<file path="src/rtl/fetch_unit.sv">
// Instruction-fetch stage and IF/ID pipeline register: owns the PC, talks to a
// variable-latency instruction memory, and honours hazard freezes and EXE redirects.
module fetch_unit #(
    parameter logic [31:0] RESET_PC = 32'h0000_0000
) (
    input  logic        clk,
    input  logic        rst,
    input  logic        hazard,
    input  logic        branch_taken,
    input  logic [31:0] branch_addr,
    output logic        imem_req,
    output logic [31:0] imem_addr,
    input  logic        imem_ack,
    input  logic [31:0] imem_rdata,
    output logic [31:0] PC_ID,
    output logic [31:0] instruction_ID,
    output logic        valid_ID
);

    typedef enum logic [1:0] {
        FETCH = 2'd0,
        HOLD  = 2'd1,
        DRAIN = 2'd2
    } state_t;

    state_t      r_state;
    state_t      w_stateNext;
    logic [31:0] r_pc;
    logic [31:0] w_pcNext;
    logic [31:0] r_holdBuf;
    logic [31:0] w_holdBufNext;
    logic [31:0] r_redirect;
    logic [31:0] w_redirectNext;
    logic [31:0] r_instrId;
    logic [31:0] w_instrIdNext;
    logic [31:0] r_pcId;
    logic [31:0] w_pcIdNext;
    logic        r_validId;
    logic        w_validIdNext;
    logic [31:0] w_pcPlus4;

    assign w_pcPlus4 = r_pc + 32'd4;

    // The request is gated by reset so an abandoned transfer drops immediately.
    assign imem_req       = rst & (r_state != HOLD);
    assign imem_addr      = r_pc;
    assign PC_ID          = r_pcId;
    assign instruction_ID = r_instrId;
    assign valid_ID       = r_validId;

    always_ff @(posedge clk or negedge rst) begin
        if (!rst) begin
            r_state    <= FETCH;
            r_pc       <= RESET_PC;
            r_holdBuf  <= 32'd0;
            r_redirect <= 32'd0;
            r_instrId  <= 32'd0;
            r_pcId     <= 32'd0;
            r_validId  <= 1'b0;
        end else begin
            r_state    <= w_stateNext;
            r_pc       <= w_pcNext;
            r_holdBuf  <= w_holdBufNext;
            r_redirect <= w_redirectNext;
            r_instrId  <= w_instrIdNext;
            r_pcId     <= w_pcIdNext;
            r_validId  <= w_validIdNext;
        end
    end

    always_comb begin
        w_stateNext    = r_state;
        w_pcNext       = r_pc;
        w_holdBufNext  = r_holdBuf;
        w_redirectNext = r_redirect;
        w_instrIdNext  = r_instrId;
        w_pcIdNext     = r_pcId;
        w_validIdNext  = r_validId;

        case (r_state)
            FETCH: begin
                // A redirect with an outstanding request must keep the address stable until ack.
                if (branch_taken) begin
                    w_validIdNext = 1'b0;
                    if (imem_ack) begin
                        w_pcNext = branch_addr;
                    end else begin
                        w_redirectNext = branch_addr;
                        w_stateNext    = DRAIN;
                    end
                end else if (imem_ack) begin
                    if (hazard) begin
                        w_holdBufNext = imem_rdata;
                        w_stateNext   = HOLD;
                    end else begin
                        w_instrIdNext = imem_rdata;
                        w_pcIdNext    = w_pcPlus4;
                        w_validIdNext = 1'b1;
                        w_pcNext      = w_pcPlus4;
                    end
                end else if (!hazard) begin
                    w_validIdNext = 1'b0;
                end
            end
            HOLD: begin
                if (branch_taken) begin
                    w_validIdNext = 1'b0;
                    w_pcNext      = branch_addr;
                    w_stateNext   = FETCH;
                end else if (!hazard) begin
                    w_instrIdNext = r_holdBuf;
                    w_pcIdNext    = w_pcPlus4;
                    w_validIdNext = 1'b1;
                    w_pcNext      = w_pcPlus4;
                    w_stateNext   = FETCH;
                end
            end
            DRAIN: begin
                w_validIdNext = 1'b0;
                if (branch_taken) begin
                    w_redirectNext = branch_addr;
                end
                if (imem_ack) begin
                    w_pcNext    = branch_taken ? branch_addr : r_redirect;
                    w_stateNext = FETCH;
                end
            end
            default: begin
                w_stateNext = FETCH;
            end
        endcase
    end

endmodule

</file>
<file path="config.mk">
export PLATFORM = sky130hd
export DESIGN_NAME = fetch_unit
export DESIGN_NICKNAME = d
export VERILOG_FILES = /design/src/rtl/fetch_unit.sv
export SDC_FILE = /design/constraint.sdc
export NUM_CORES = 1
export LEC_CHECK = 0
export BUFFER_PORTS_ARGS = -buffer_cell sky130_fd_sc_hd__buf_2
export CAP_MARGIN = 20
export CORE_MARGIN = 3
export CORE_UTILIZATION = 49
export DETAILED_ROUTE_END_ITERATION = 7
export GPL_TIMING_DRIVEN = 0
export PLACE_DENSITY_LB_ADDON = 0.25
export SLEW_MARGIN = 25
export SYNTH_ARGS = -nofsm -noshare
export SYNTH_HDL_FRONTEND = slang
export SYNTH_SLANG_ARGS = --single-unit
</file>
<file path="constraint.sdc">
create_clock -name clk -period 2 [get_ports clk]
set_clock_uncertainty 0.1 [all_clocks]
set_input_delay 0.1 -clock clk [delete_from_list [all_inputs] [get_ports clk]]
set_output_delay 0.1 -clock clk [all_outputs]
set_load 0.01 [all_outputs]
</file>
==> metrics.md, run 1 <==
| Metric | Value |
|---|---|
| Horiz. Die Dim | 132 µm |
| Leakage | 5.42 nW |
| Slew Viols, Final | 0 |
| Post-Synth XOR/XNOR Area | 0.0272 |
| Flops & latches, synth | 163 |
| Maximum vdd drop | 0.945 mV |
| Worst hold path class | in2reg |
| Fraction of layout instances using a drive strength above 1 | 0.470 |
| Failing checks | negative setup slack |
| H-tree depth | 4 |
| Crit path from | imem_addr[2] |
| RSZ-0062 raised after global routing | true |
| Root Buffer | clkbuf_16 |
| Vias per cell | 5.75 |
| Clock power share | 0.220 |
| Largest family of logic cells by synthesized area | multiplexers |
| Total grt overflow | 0 |
| Fraction of registers with async set or reset after synthesis | 1.00 |
| Hold_ws | 32.6 ps |
| ANT cells | 0 |
| Final Hold Fails | 0 |
| Routed wire length | 25.2 mm |
| Slew headroom | 0.477 |
| Synth Area in Adders | 0.00809 |
| DRC | 0 |
| Crit path max-delay cell type | dfrtp_2 |
| CTS sink cnt | 163 |
| Simple-gate area share of the yosys netlist | 0.114 |
| DIE HEIGHT | 132 µm |
| Cell variety after synth | 52 |
| Max Fanout on Critical Path | 5 |
| Gr usage total | 0.269 |
| Max-cap violations | 0 |
| Full die area | 0.0173 mm² |
| F_max | 483 MHz |
| Actual slew at the worst max-slew pin | 785 ps |
| Drt first pass iters | 7 |
| Power Total | 0.0183 W |
| DRT antenna net count | 0 |
| Sw frac | 0.365 |
| CP delay by family, top | simple AND/OR/NAND/NOR gates |
| Commonest non-fill, non-tap cell in the layout | buf_2 |
| Syn_nets | 790 |
| Clock tree buffer depth | 2 |
| Effective utilization at floorplan | 0.505 |
| Initial DRC Count | 580 |
| Largest net degree at the start of global routing | 74 |
| RePlAce Congestion | 0.859 |
| Yosys warning count | 0 |
| Most frequent cells in the layout | buf_2 (169), dfrtp_1 (148), dlygate4sd3_1 (65), mux2_2 (60), buf_4 (41) |
| Worst R2R Path Depth | 6 |
| RR Startpoint | imem_addr[2] |
| Int Power | 0.0116 W |
| Vias in the first global route | 6841 |
| Critical Path Start Type | flip-flop |
| Compound-Gate Fraction of Synth Area | 0.140 |
| Mux cell area share after synthesis | 0.144 |
| Antenna violations before repair | 0 |
| WP data required | 2240 ps |
| Synthesis-to-finish area growth | 51.9% |
| Setup slack, reg-to-reg | -70 ps |
| Final Worst Setup Slack | -70.5 ps |
| Clock-pin slew on the worst setup and hold paths | 60 ps |
| Post-Syn Area | 0.00774 mm² |
| DP Wirelength | 14.6 mm |
| Post-Syn Area per Cell | 10.8 µm² |
| Register area share after synthesis | 0.527 |
| Combinational Power Share | 0.434 |
| TritonCTS Buffers | 17 |
| Final net count | 1097 |
| CP max stage delay | 440 ps |
| Status | complete, but fails checks |
| Final setup viols | 52 |
| CP arrival | 2310 ps |
| R2r endpoint | imem_addr[31] |
| Cell Pwr Density | 1550 mW/mm² |
| P_sw | 0.00666 W |
| Part of the cycle the worst path needs | 1.04 |
| Critical path endpoint category | flip-flop |
| Worst Path Buf+Inv | 1 |
| Instance count on the critical path | 6 |
| Core Box Area | 0.0153 mm² |
| First-pass GRT wire length | 36.9 mm |
| Number of port buffers | 166 |
| CTS tree | done |
| Latest clock arrival within the worst-skew pair | 430 ps |
| Post-Syn Instances | 716 |
| Critical path class | reg2reg |
| Ys flop type | dfrtp_1 |
| # IOs | 167 |
| CP cell instances | nand4_1, nor4_4, buf_6, nand4_4, o31a_1, o22ai_1 |
| Number of synthesized flops with an enable pin | 0 |
| Number of placement rows | 45 |
| Reg power frac | 0.346 |
| Crit path time final | 2070 ps |
| Detailed-route via count | 7172 |
| Crit path to | imem_addr[31] |
| Routed WL per cell | 20.2 µm |
-- through the flow --
| step | setup slack [ps] | cell area (µm²) | instances | TNS [ps] | util |
|---|---|---|---|---|---|
| after global routing | -116 | 11800 | 1247 | -4880 | 0.767 |
| after floorplan | -0.0518 | 7770 | 716 | -0.0518 | - |
| after global placement | -1840 | 8870 | 1093 | -338130 | 0.579 |
| after CTS | -96.5 | 10800 | 1209 | -4720 | 0.706 |
| final | -70.5 | 11800 | 1247 | -966 | 0.767 |
| after detailed placement | -548 | 8930 | 1095 | -43740 | 0.583 |
-- Yosys cell counts, drive strengths merged, types with 2 or more instances --
cell type,instances,area (µm²)
dfrtp,163,4080
o21ai,86,430
nand2,81,304
mux2,67,754
mux2i,36,360
clkbuf,27,101
a21oi,26,130
buf,26,138
nor2,21,78.8
inv,18,67.6
nand3,17,103
xnor2,17,149
a22oi,13,97.6
and3,13,81.3
nand4,12,111
o22ai,10,62.6
a211oi,8,60.1
nor3,8,40.0
o31a,7,61.3
xor2,7,61.3
ha,5,62.6
o31ai,5,37.5
and4,4,36.3
nor2b,4,25.0
a222oi,3,30.0
a2bb2oi,3,26.3
nor3b,3,22.5
nor4,3,48.8
o211ai,3,22.5
o21bai,3,22.5
a211o,2,17.5
a21boi,2,15.0
a22o,2,17.5
a31oi,2,12.5
or3,2,12.5
-- flip-flops by register name, indices dropped and copies added, names as in the netlist --
register        flops
r_state             2
r_redirect         32
instruction_ID     32
imem_addr          32
r_holdBuf          32
valid_ID            1
PC_ID              32
-- layer usage --
layer  vias to the layer above  share of wire  track usage
met5                         -              0            0
met4                         0          0.022       0.0858
met1                      3593           0.41        0.353
met2                       338           0.50        0.443
li1                       3191              -            -
met3                        50          0.068       0.0651
-- logic make-up (layout without fill, tap and decap cells) --
kind of cell / after synthesis / count (layout)
compound gates: 179 / 179
xor+xnor: 24 / 24
fa+ha+maj: 5 / 5
buf+inv: 71 / 391
flops: 163 / 163
mux: 103 / 103
simple gates: 171 / 171
-- power groups by stage --
stage,clock network [W],registers (W),logic [W]
floorplan,0,0.00636,0.00333
global placement,0,0.00606,0.00567
detailed placement,0,0.00613,0.00581
CTS,0.00402,0.00612,0.00655
global route,0.00419,0.00653,0.00849
finish,0.00402,0.00632,0.00792
-- final cells by class --
type                    instances  area [µm²]
flip-flops and latches        163        4100
multi-input cells             482        3840
fillers                       997        3560
repair buffers                293        2250
plain buffers                  48         509
clock buffers                  18         439
clock inverters                14         282
well taps                     211         264
inverters                      18        70.1
-- worst min-delay path by stage --
stage / from / end / cells after the start
floorplan: rst / PC_ID[0] / 0
global placement: imem_rdata[28] / r_holdBuf[28] / 2
detailed placement: rst / PC_ID[16] / 1
CTS: imem_ack / r_state[1] / 4
global route: imem_ack / r_state[1] / 4
finish: imem_ack / r_state[1] / 4
-- timing repair --
action	4_1_cts	5_1_grt
hold endpoints to repair	234	0
gates cloned	5	10
pin swaps	6	57
buffers inserted	16	29
resized for setup	114	185
setup endpoints to repair	160	161
hold buffers	65	0
-- worst reg2reg max path, cell delays in order, from the launching register on --
cell     delay [ps]
dfrtp_2         440
nand4_1         250
nor4_4          420
buf_6           210
nand4_4         140
o31a_1          270
o22ai_1         170
Note: power is estimated with default switching activity, not from simulation.
==> run 2, diff against run 1 <==
--- a/config.mk
+++ b/config.mk
@@ -7,11 +7,11 @@
 export LEC_CHECK = 0
 export BUFFER_PORTS_ARGS = -buffer_cell sky130_fd_sc_hd__buf_2
 export CAP_MARGIN = 20
-export CORE_MARGIN = 3
-export CORE_UTILIZATION = 49
+export CORE_UTILIZATION = 54
 export DETAILED_ROUTE_END_ITERATION = 7
 export GPL_TIMING_DRIVEN = 0
 export PLACE_DENSITY_LB_ADDON = 0.25
+export SETUP_SLACK_MARGIN = 0.1
 export SLEW_MARGIN = 25
 export SYNTH_ARGS = -nofsm -noshare
 export SYNTH_HDL_FRONTEND = slang
==> constraint.sdc (replaced) <==
create_clock -name clk -period 2.1 [get_ports clk]
set_clock_uncertainty 0.1 [all_clocks]
set_input_delay 0.105 -clock clk [delete_from_list [all_inputs] [get_ports clk]]
set_output_delay 0.105 -clock clk [all_outputs]
set_load 0.01 [all_outputs]
==> run 2 against run 1 <==
  * The run still ends with negative setup slack left
  * Clock power decreased by 5%
  * Worst setup slack better by 26 ps
  * Cell count fell by 3.1%
  * Non-clock buffer count fell by 8
  * First-iteration DRC count rose by 75%
  * Critical path type unchanged
  * Via count rose by 6.2%
  * Core utilization up 8.5 points
  * Die area fell by 15%
  * Worst hold slack improved by 34 ps
==> metrics.md, run 2 (synthesized netlist as in run 1, its figures left out) <==
| Metric | Value |
|---|---|
| Finished Layout Cells | 1208 |
| HP Start | imem_ack |
| Drt first pass iters | 5 |
| TritonCTS Buffers | 17 |
| Number of placement rows | 43 |
| Largest net degree at the start of global routing | 90 |
| Maximum vdd drop | 0.945 mV |
| Clock tree buffer depth | 2 |
| CP arrival | 2400 ps |
| RSZ-0062 raised after global routing | true |
| Latest clock arrival within the worst-skew pair | 430 ps |
| Root Buffer | clkbuf_16 |
| Actual slew at the worst max-slew pin | 771 ps |
| Initial DRC Count | 1017 |
| Routed wire length | 28.2 mm |
| WP data required | 2360 ps |
| Horiz. Die Dim | 122 µm |
| Vias per cell | 6.31 |
| Crit path time final | 2140 ps |
| DP Area | 0.00887 mm² |
| Instance count on the critical path | 8 |
| Final setup viols | 5 |
| Setup slack, reg-to-reg | -40 ps |
| Leakage | 5.48 nW |
| Worst hold path class | in2reg |
| Max Fanout on Critical Path | 5 |
| Fraction of layout instances using a drive strength above 1 | 0.496 |
| Synthesis-to-finish area growth | 53.6% |
| Part of the cycle the worst path needs | 1.02 |
| Failing checks | negative setup slack |
| Detailed-route via count | 7619 |
| TNS Setup | -124 ps |
| DRC | 0 |
| Most frequent cells in the layout | buf_2 (171), dfrtp_1 (150), dlygate4sd3_1 (65), buf_4 (41), mux2_2 (39) |
| Worst R2R Path Depth | 8 |
| Critical path endpoint category | flip-flop |
| Slew Viols, Final | 0 |
| Routed WL per cell | 23.4 µm |
| Cell Pwr Density | 1520 mW/mm² |
| Final Worst Setup Slack | -44.4 ps |
| CTS tree | done |
| Crit path max-delay cell type | dfrtp_2 |
| R2r endpoint | imem_addr[20] |
| CP cell instances | ha_2, nand3_2, nor4_4, buf_6, buf_12, nand4_1, a21oi_1, a2bb2oi_1 |
| DP Wirelength | 13.9 mm |
| WHS Path Cells | 4 |
| RR Startpoint | imem_addr[2] |
| RePlAce Congestion | 0.829 |
| CP max stage delay | 410 ps |
| # IOs | 167 |
| DIE HEIGHT | 122 µm |
| First-pass GRT wire length | 36.3 mm |
| Antenna violations before repair | 0 |
| Max-cap violations | 0 |
| Status | complete, but fails checks |
| Full die area | 0.0148 mm² |
| H-tree depth | 4 |
| CTS sink cnt | 163 |
| Slew headroom | 0.486 |
| Final Hold Fails | 0 |
| Number of port buffers | 166 |
| Commonest non-fill, non-tap cell in the layout | buf_2 |
| Critical path class | reg2reg |
| F_max | 466 MHz |
| Post-route design area | 0.0119 mm² |
| CP delay by family, top | simple AND/OR/NAND/NOR gates |
| Effective utilization at floorplan | 0.555 |
| Worst Path Buf+Inv | 2 |
| Core Box Area | 0.0139 mm² |
| Final net count | 1089 |
| Clock-pin slew on the worst setup and hold paths | 60 ps |
| DRT antenna net count | 0 |
| # placed instances | 1063 |
| Post-layout util | 0.853 |
| ANT cells | 0 |
| Critical Path Start Type | flip-flop |
| Total grt overflow | 0 |
| Gr usage total | 0.325 |
| Vias in the first global route | 7027 |
| WHS Endpoint | r_state[1] |
[run 2: changes by cell type in the layout (fill, tap and decap cells not counted), sizes merged]
cell      previous run  this run
buf                246       250
clkbuf              48        36
clkinv               6         3
clkinvlp             0         3
[run 2: stage by stage]
step	hold WS (ps)	worst slack (ps)	power [W]
2_1_floorplan	-291	99.9	0.00922
3_3_place_gp	236	-1700	0.0111
3_5_place_dp	7.12	-429	0.0113
4_1_cts	1.31	-3.05	0.0160
5_1_grt	62.1	-113	0.0188
6_report	66.5	-44.4	0.0181
[run 2: metal layers]
layer / global-route usage / part of all wire
met3: 0.0871 / 0.10
met4: 0.144 / 0.045
met5: 0 / 0
met1: 0.414 / 0.37
met2: 0.519 / 0.48
[run 2: cell type report]
class,count,area [µm²]
well taps,180,225
clock buffers,18,439
flip-flops and latches,163,4100
multi-input cells,482,4140
plain buffers,52,562
fillers,647,2050
clock inverters,14,282
repair buffers,281,2070
inverters,18,72.6
[run 2: what timing repair did]
action                                  in CTS  in global routing
hold buffers                                65                  0
gates resized for setup                    125                277
endpoints found under the setup margin     160                159
pin swaps                                    2                 56
hold endpoints to repair                   193                  0
cloned                                       6                  5
setup buffers                               14                 24
[run 2: worst max-delay path by stage]
stage	slack, ps	start	endpoint
after global placement	-1700	rst	r_holdBuf[18]
after CTS	-3	r_state[0]	PC_ID[31]
after global routing	-110	imem_addr[13]	imem_addr[20]
after detailed placement	-430	r_state[0]	imem_addr[27]
after floorplan	100	r_state[0]	PC_ID[2]
final	-40	imem_addr[2]	imem_addr[20]
[run 2: worst register-to-register path, cell delays in order (launching register included)]
cell,delay [ps]
dfrtp_2,410
ha_2,220
nand3_2,140
nor4_4,260
buf_6,190
buf_12,120
nand4_1,230
a21oi_1,240
a2bb2oi_1,170
[run 2: report_power, final]
part	internal, W	switching [W]	total [W]
registers	0.00472	0.00152	0.00624
clock network	0.00250	0.00133	0.00383
logic	0.00391	0.00412	0.00803
total	0.0111	0.00697	0.0181
==> run 3, diff against run 2 <==
--- a/config.mk
+++ b/config.mk
@@ -6,11 +6,12 @@
 export NUM_CORES = 1
 export LEC_CHECK = 0
 export BUFFER_PORTS_ARGS = -buffer_cell sky130_fd_sc_hd__buf_2
-export CAP_MARGIN = 20
+export CAP_MARGIN = 25
 export CORE_UTILIZATION = 54
 export DETAILED_ROUTE_END_ITERATION = 7
 export GPL_TIMING_DRIVEN = 0
 export PLACE_DENSITY_LB_ADDON = 0.25
+export RECOVER_POWER = 25
 export SETUP_SLACK_MARGIN = 0.1
 export SLEW_MARGIN = 25
 export SYNTH_ARGS = -nofsm -noshare
==> run 3 against run 2 <==
  * Non-clock buffer count is the same
  * The flow still finishes with violations (negative setup slack)
  * Clock power is essentially flat
  * Fmax grew 0.20%
  * Core utilization shrank 0.26 points
  * Die area is the same
  * Worst hold slack lost 8.7 ps
  * Global-route usage is the same
  * Cell area shrank 0.30%
  * Flip-flop and latch count is the same
  * Sequential power is essentially flat
  * Total power shrank 0.36%
  * Critical path depth is the same
==> metrics.md, run 3 (synthesized netlist as in run 1, its figures left out) <==
| Metric | Value |
|---|---|
| # placed instances | 1063 |
| Detailed-route via count | 7618 |
| Core Box Area | 0.0139 mm² |
| Commonest non-fill, non-tap cell in the layout | dfrtp_1 |
| Slew Viols, Final | 0 |
| DP Wirelength | 13.9 mm |
| Crit path to | imem_addr[20] |
| Critical path class | reg2reg |
| TritonCTS Buffers | 17 |
| Largest net degree at the start of global routing | 90 |
| Full die area | 0.0148 mm² |
| Most frequent cells in the layout | dfrtp_1 (150), buf_2 (142), dlygate4sd3_1 (65), buf_4 (41), mux2_2 (39) |
| CTS tree | done |
| ANT cells | 0 |
| Final setup viols | 5 |
| Synthesis-to-finish area growth | 53.1% |
| Max-cap violations | 0 |
| Clock-pin slew on the worst setup and hold paths | 70 ps |
| RSZ-0062 raised after global routing | true |
| Worst R2R Path Depth | 8 |
| WP data required | 2360 ps |
| DRC | 0 |
| Antenna violations before repair | 0 |
| Drt first pass iters | 6 |
| Critical Path Start Type | flip-flop |
| Routed wire length | 28.2 mm |
| Effective utilization at floorplan | 0.555 |
| R2r endpoint | imem_addr[20] |
| Actual slew at the worst max-slew pin | 815 ps |
| Latest clock arrival within the worst-skew pair | 430 ps |
| Number of placement rows | 43 |
| DRT antenna net count | 0 |
| RePlAce Congestion | 0.829 |
| Root Buffer | clkbuf_16 |
| F_max | 467 MHz |
| Setup slack, reg-to-reg | -40 ps |
| Maximum vdd drop | 0.937 mV |
| # IOs | 167 |
| Finished Layout Cells | 1208 |
| Part of the cycle the worst path needs | 1.02 |
| Max Fanout on Critical Path | 5 |
| Gr usage total | 0.325 |
| Clock tree buffer depth | 2 |
| DIE HEIGHT | 122 µm |
| H-tree depth | 4 |
| CTS sink cnt | 163 |
| Worst hold path class | in2reg |
| Crit path from | imem_addr[2] |
| Number of port buffers | 166 |
| Final net count | 1089 |
| First-pass GRT wire length | 36.3 mm |
| Cell Pwr Density | 1520 mW/mm² |
| Leakage | 5.38 nW |
| Failing checks | negative setup slack |
| Fraction of layout instances using a drive strength above 1 | 0.468 |
| RR Startpoint | imem_addr[2] |
| Post-layout util | 0.850 |
| Status | complete, but fails checks |
| Final Worst Setup Slack | -40.1 ps |
| Power Total | 0.0180 W |
| Critical path endpoint category | flip-flop |
| Vias per cell | 6.31 |
| Total grt overflow | 0 |
| Horiz. Die Dim | 122 µm |
| Crit path time final | 2140 ps |
| CP arrival | 2400 ps |
| Slew headroom | 0.456 |
| Routed WL per cell | 23.3 µm |
| Initial DRC Count | 973 |
| Vias in the first global route | 7027 |
| Final Hold Fails | 0 |
-- run 3: cell count changes in the layout (fill, tap and decap cells not counted), sizes merged --
cell	delta
buf	-29
clkbuf	+29
-- run 3: area by class of cell --
type | instances | area, µm²
multi-input combinational | 482 | 4140
clock buffer | 18 | 439
sequential | 163 | 4100
timing repair buffer | 281 | 2030
buffer | 52 | 562
inverter | 18 | 72.6
tap | 180 | 225
clock inverter | 14 | 282
fill | 671 | 2090
-- run 3: worst min-delay path by stage --
stage / startpoint / to / slack [ps] / depth (start not counted)
after floorplan: rst / PC_ID[0] / -290 / 0
after global placement: imem_rdata[0] / r_holdBuf[0] / 240 / 2
after detailed placement: rst / PC_ID[15] / 7 / 1
after CTS: imem_ack / r_state[1] / 1 / 4
after global routing: imem_ack / r_state[1] / 60 / 4
final: imem_ack / r_state[1] / 60 / 4
-- run 3: per-stage QoR --
| stage | instance area [µm²] | setup TNS, ps | setup slack, ps | hold WS (ps) |
|---|---|---|---|---|
| 3_5_place_dp | 8870 | -25920 | -429 | 7.12 |
| 5_1_grt | 11800 | -1050 | -113 | 62.1 |
| 4_1_cts | 10900 | -3.05 | -3.05 | 1.31 |
| 6_report | 11800 | -121 | -40.1 | 57.8 |
| 3_3_place_gp | 8830 | -297370 | -1700 | 236 |
| 2_1_floorplan | 7770 | 0 | 99.9 | -291 |
-- run 3: where the power goes --
| part | internal (W) | total (W) | switching, W | leakage [nW] |
|---|---|---|---|---|
| sequential | 0.00472 | 0.00625 | 0.00153 | 1.98 |
| clock | 0.00250 | 0.00383 | 0.00133 | 0.342 |
| combinational | 0.00384 | 0.00796 | 0.00412 | 3.06 |
-- run 3: repair_timing --
action,CTS,global route
hold endpoints to repair,193,0
buffers inserted,14,24
resized for setup,125,277
setup endpoints to repair,160,159
pin swaps,2,56
gates cloned,6,5
hold buffers,65,0
-- run 3: per-layer routing --
layer  share of wire  global-route usage  vias to the layer above
met5               0                   0                        -
met4           0.046               0.144                        0
met3            0.10              0.0871                      141
met2            0.48               0.519                      562
met1            0.37               0.414                     3726
li1                -                   -                     3189
-- run 3: critical path: stages (launching register included) --
cell and delay, ps:
dfrtp_2 410, ha_2 210, nand3_2 150, nor4_4 260, buf_6 180, buf_12 110
nand4_1 220, a21oi_1 240, a2bb2oi_1 170
